==> config.mk <==
export PLATFORM = sky130hd
export DESIGN_NAME = alu_writeback
export DESIGN_NICKNAME = d
export VERILOG_FILES = /design/src/rtl/alu_writeback.sv
export SDC_FILE = /design/constraint.sdc
export NUM_CORES = 1
export LEC_CHECK = 0
export ABC_AREA = 1
export ABC_CLOCK_PERIOD_IN_PS = 1500
export CORE_ASPECT_RATIO = 1.2
export CORE_MARGIN = 2
export CORE_UTILIZATION = 30
export DETAILED_ROUTE_END_ITERATION = 8
export GPL_TIMING_DRIVEN = 0
export PLACE_DENSITY = 0.57
export SLEW_MARGIN = 20
export SYNTH_ARGS = -nofsm -noshare
export SYNTH_HDL_FRONTEND = slang
export SYNTH_SLANG_ARGS = --single-unit
==> constraint.sdc <==
create_clock -name i_clk -period 1.5 [get_ports i_clk]
set_input_delay 0.225 -clock i_clk [delete_from_list [all_inputs] [get_ports i_clk]]
set_output_delay 0.225 -clock i_clk [all_outputs]
set_load 0.02 [all_outputs]
==> src/rtl/alu_writeback.sv <==
// Commit stage behind the ALU: pipe register, accumulator/Z/C update, regfile write port, skip squash.
// Optional ALU_WB_SHADOW_EN adds interrupt shadow save/restore of accum and flags.
module alu_writeback #(
  parameter int DATA_WIDTH     = 8,
  parameter int REG_ADDR_WIDTH = 4
) (
  input  logic                      i_clk,
  input  logic                      i_reset_n,
  input  logic                      i_in_valid,
  input  logic                      i_stall,
  input  logic [DATA_WIDTH-1:0]     i_result,
  input  logic [REG_ADDR_WIDTH-1:0] i_dest_addr,
  input  logic                      i_accum_write,
  input  logic                      i_reg_write,
  input  logic                      i_z_write,
  input  logic                      i_zout,
  input  logic                      i_c_write,
  input  logic                      i_cout,
  input  logic                      i_skip,
  input  logic                      i_retint,
  input  logic                      i_int_enter,
  output logic [DATA_WIDTH-1:0]     o_accum,
  output logic                      o_z_flag,
  output logic                      o_c_flag,
  output logic                      o_rf_wr_en,
  output logic [REG_ADDR_WIDTH-1:0] o_rf_wr_addr,
  output logic [DATA_WIDTH-1:0]     o_rf_wr_data,
  output logic                      o_squashed,
  output logic                      o_retint_done
);

  typedef enum logic {NORMAL, SKIP_PENDING} state_t;

  state_t                    r_state;
  logic                      r_valid;
  logic [DATA_WIDTH-1:0]     r_result;
  logic [REG_ADDR_WIDTH-1:0] r_dest;
  logic                      r_accum_write, r_reg_write;
  logic                      r_z_write, r_zout, r_c_write, r_cout;
  logic                      r_skip, r_retint;
  logic [DATA_WIDTH-1:0]     r_accum;
  logic                      r_z, r_c;

  logic w_commit, w_squash, w_live;

  always_ff @(posedge i_clk or negedge i_reset_n) begin
    if (!i_reset_n) begin
      r_valid       <= 1'b0;
      r_result      <= '0;
      r_dest        <= '0;
      r_accum_write <= 1'b0;
      r_reg_write   <= 1'b0;
      r_z_write     <= 1'b0;
      r_zout        <= 1'b0;
      r_c_write     <= 1'b0;
      r_cout        <= 1'b0;
      r_skip        <= 1'b0;
      r_retint      <= 1'b0;
    end else if (!i_stall) begin
      r_valid       <= i_in_valid;
      r_result      <= i_result;
      r_dest        <= i_dest_addr;
      r_accum_write <= i_accum_write;
      r_reg_write   <= i_reg_write;
      r_z_write     <= i_z_write;
      r_zout        <= i_zout;
      r_c_write     <= i_c_write;
      r_cout        <= i_cout;
      r_skip        <= i_skip;
      r_retint      <= i_retint;
    end
  end

  assign w_commit = r_valid & ~i_stall;
  assign w_squash = w_commit & (r_state == SKIP_PENDING);
  assign w_live   = w_commit & ~w_squash;

  // int_enter always wins; a squashed slot only clears the pending skip, never re-arms it
  always_ff @(posedge i_clk or negedge i_reset_n) begin
    if (!i_reset_n) begin
      r_state <= NORMAL;
    end else if (i_int_enter) begin
      r_state <= NORMAL;
    end else if (w_commit) begin
      if (w_squash)    r_state <= NORMAL;
      else if (r_skip) r_state <= SKIP_PENDING;
    end
  end

`ifdef ALU_WB_SHADOW_EN
  logic [DATA_WIDTH-1:0] r_sh_accum;
  logic                  r_sh_z, r_sh_c;

  always_ff @(posedge i_clk or negedge i_reset_n) begin
    if (!i_reset_n) begin
      r_sh_accum <= '0;
      r_sh_z     <= 1'b0;
      r_sh_c     <= 1'b0;
    end else if (i_int_enter) begin
      r_sh_accum <= r_accum;
      r_sh_z     <= r_z;
      r_sh_c     <= r_c;
    end
  end
`endif

  always_ff @(posedge i_clk or negedge i_reset_n) begin
    if (!i_reset_n) begin
      r_accum <= '0;
      r_z     <= 1'b0;
      r_c     <= 1'b0;
    end else if (w_live) begin
`ifdef ALU_WB_SHADOW_EN
      // restore overrides the retint's own writes; a same-cycle save suppresses it
      if (r_retint && !i_int_enter) begin
        r_accum <= r_sh_accum;
        r_z     <= r_sh_z;
        r_c     <= r_sh_c;
      end else
`endif
      begin
        if (r_accum_write) r_accum <= r_result;
        if (r_z_write)     r_z     <= r_zout;
        if (r_c_write)     r_c     <= r_cout;
      end
    end
  end

  assign o_accum       = r_accum;
  assign o_z_flag      = r_z;
  assign o_c_flag      = r_c;
  assign o_rf_wr_en    = w_live & r_reg_write;
  assign o_rf_wr_addr  = r_dest;
  assign o_rf_wr_data  = r_result;
  assign o_squashed    = w_squash;
  assign o_retint_done = w_live & r_retint;

endmodule
==> results.py <==
metrics = {
    "cells_and_area": {
        "n_antenna_cell": 0,
        "design_area_um2": 2047,
        "syn2layout_area_growth_pct": 53.90,
        "final_cell_mix": "nand2_1 (80), dfrtp_1 (31), clkdlybuf4s50_1 (26), nand4_1 (12), dlymetal6s2s_1 (11)",
        "drive_above_1_share_pct": 13.94,
        "fin_nets": 232,
        "final_common_cell": "nand2_1",
        "stdcell_count": 264,
    },
    "clocking": {
        "cts_hold_buf": 0,
        "h-tree-depth": 2,
        "cts_tree": "built",
        "clockRootBuffer": "clkbuf_8",
        "cts_buffer_depth": 2,
        "cts.sinks": 32,
        "insertion_delay_ps": 280,
        "clk_pin_slew_ps": 70,
        "cts-buffers-inserted": 5,
    },
    "setup_path": {
        "critPathMaxStageDelay_ps": 610,
        "cp-end-kind": "output pin",
        "slowest_stage": "clkdlybuf4s50_1",
        "path_cells": "clkdlybuf4s50_1",
        "r2r-start": "r_state$_DFFE_PN0P_",
        "arrival_ps": 1230,
        "cp_max_fo": 2,
        "crit_start": "o_rf_wr_addr[0]$_DFFE_PN0N_",
        "crit_type": "flip-flop to output pin",
        "start_kind": "flip-flop",
        "required_ps": 1270,
        "critPathBufInv": 1,
        "path_delay_family": "buffers and inverters",
    },
    "route": {
        "vias_per_cell": 4.402,
        "first_iter_violations": 30,
        "dr.pass1.iters": 4,
        "drc": 0,
        "finalWirelength_um": 3244,
        "ant_nets": 0,
        "wl_per_cell_um": 12.29,
        "vias": 1162,
    },
    "power": {
        "power_density_nw_per_um2": 1245,
        "ir_drop_uv": 489.7,
        "total_power_uw": 2548,
        "p_leak_uw": 0.001165,
    },
    "floorplan": {
        "core_um2": 4262,
        "die_x_um": 64.78,
        "ios": 50,
        "rows": 26,
        "start_util_pct": 31.21,
        "die-height_um": 76.94,
        "dieArea_um2": 4984,
    },
    "timing": {
        "period_needed_ps": 1452,
        "min_period_over_period_pct": 96.82,
        "tightest_slew_ps": 692.1,
        "whs_ps": -23.91,
        "rsz0062_at_grt": "no",
        "drv_slew": 0,
        "final.setup_skew_ps": 6.029,
        "hold_violations": 26,
        "slew_headroom_pct": 53.86,
        "fin_ws_ps": 47.70,
        "max_freq_ghz": 0.6886,
        "setup_viol": 0,
    },
    "synth": {
        "ys_warn_count": 0,
        "ys_seq_area_share_pct": 60.21,
        "synth_seq_cells": 32,
        "synth_nets": 174,
        "netlist_area_um2": 1330,
        "avgSynthCellArea_um2": 8.926,
        "synth.distinct_cells": 14,
        "synth_cells": 149,
    },
    "placement": {
        "gp_congestion": 0.7139,
        "dp_cells": 254,
        "portBuffers": 49,
        "dpl_worst_slack_ps": -531.8,
        "dpl.hpwl_um": 2276,
        "dpl_cell_area_um2": 1886,
    },
    "flow_run": {
        "drv_cap": 0,
    },
    "worst_hold_path": {
        "hold_path_class": "primary input to async pin",
    },
    "outcome": {
        "violations": "hold timing",
        "status": "finished, violations left",
    },
    "global_route": {
        "gr-total-overflow": 0,
        "grt_pass1_wl_um": 5292,
        "grt_usage_pct": 14.16,
        "antenna_found_initial": 0,
        "grt_max_degree": 33,
        "grt_pass1_vias": 1132,
    },
}
Yosys cell counts:
master    instances  share of area (%)
nand3_1           1               0.38
inv_1             4                1.1
nand2_1          80                 23
o21ai_0           3                1.1
nor2_2            1               0.47
inv_2             2               0.56
buf_4             2                1.1
buf_6             4                3.4
nand4_2           1               0.94
nand4_1          12                5.6
dfrtp_1          32                 60
buf_2             2               0.75
o21bai_1          1               0.56
nor2_1            4                1.1
cells by family (layout without fill, tap and decap cells):
| kind of cell | Yosys count | after routing | share of synthesized area, % |
|---|---|---|---|
| AO/OA/AOI/OAI | 4 | 4 | 1.693 |
| AND/OR/NAND/NOR | 99 | 99 | 31.14 |
| flip-flops | 32 | 32 | 60.21 |
| buffers and inverters | 14 | 73 | 6.961 |
timing repair:
action | CTS | global route
setup endpoints to repair | 11 | 13
buffers inserted | 1 | 1
pin swaps | 0 | 0
gates resized for setup | 24 | 14
final timing paths:
kind | endpoint | slack [ps] | cells after the start
min | o_rf_wr_data[0]$_DFFE_PN0N_ | -20 | 1
min in group i_clk | r_retint$_DFFE_PN0N_ | 430 | 4
min reg2reg | o_accum[1]$_DFFE_PN0P_ | 460 | 2
max in group asynchronous | r_valid$_DFFE_PN0N_ | 1040 | 1
max | o_rf_wr_addr[0] | 50 | 1
max reg2reg | o_accum[5]$_DFFE_PN0P_ | 380 | 4
cell type report:
type,instances,area (um2)
sequential,32,802.0
timing repair buffer,51,508.0
tap,56,70.07
clock inverter,1,30.03
buffer,8,73.82
fill,425,2215
clock buffer,7,96.34
multi-input combinational,103,444.2
inverter,6,22.52
power breakdown:
group          leakage, uW  internal, uW  switching, uW  total, uW
combinational     0.000704           278            315        593
clock            0.0000645           586            309        895
sequential        0.000396           989           71.8       1060
worst register-to-register path, stage by stage (launching register included):
cell and delay [ps]:
dfrtp_1 370, inv_2 140, nand4_1 310, nand2_1 150
nand2_1 50
through the flow:
step           TNS [ps]  util (%)
5_1_grt               0     48.03
3_5_place_dp      -1484     44.25
2_1_floorplan         0         -
4_1_cts          -11.49     47.12
3_3_place_gp     -13750     44.36
6_report              0     48.03
layer usage:
layer / up-vias / share of wire, % / track usage, %
li1: 587 / - / -
met1: 543 / 41 / 16.89
met2: 27 / 53 / 22.68
met3: 5 / 4.4 / 4.545
met4: 0 / 1.2 / 7.021
met5: - / 0 / 0
Note: power is estimated with default switching activity, not from simulation.
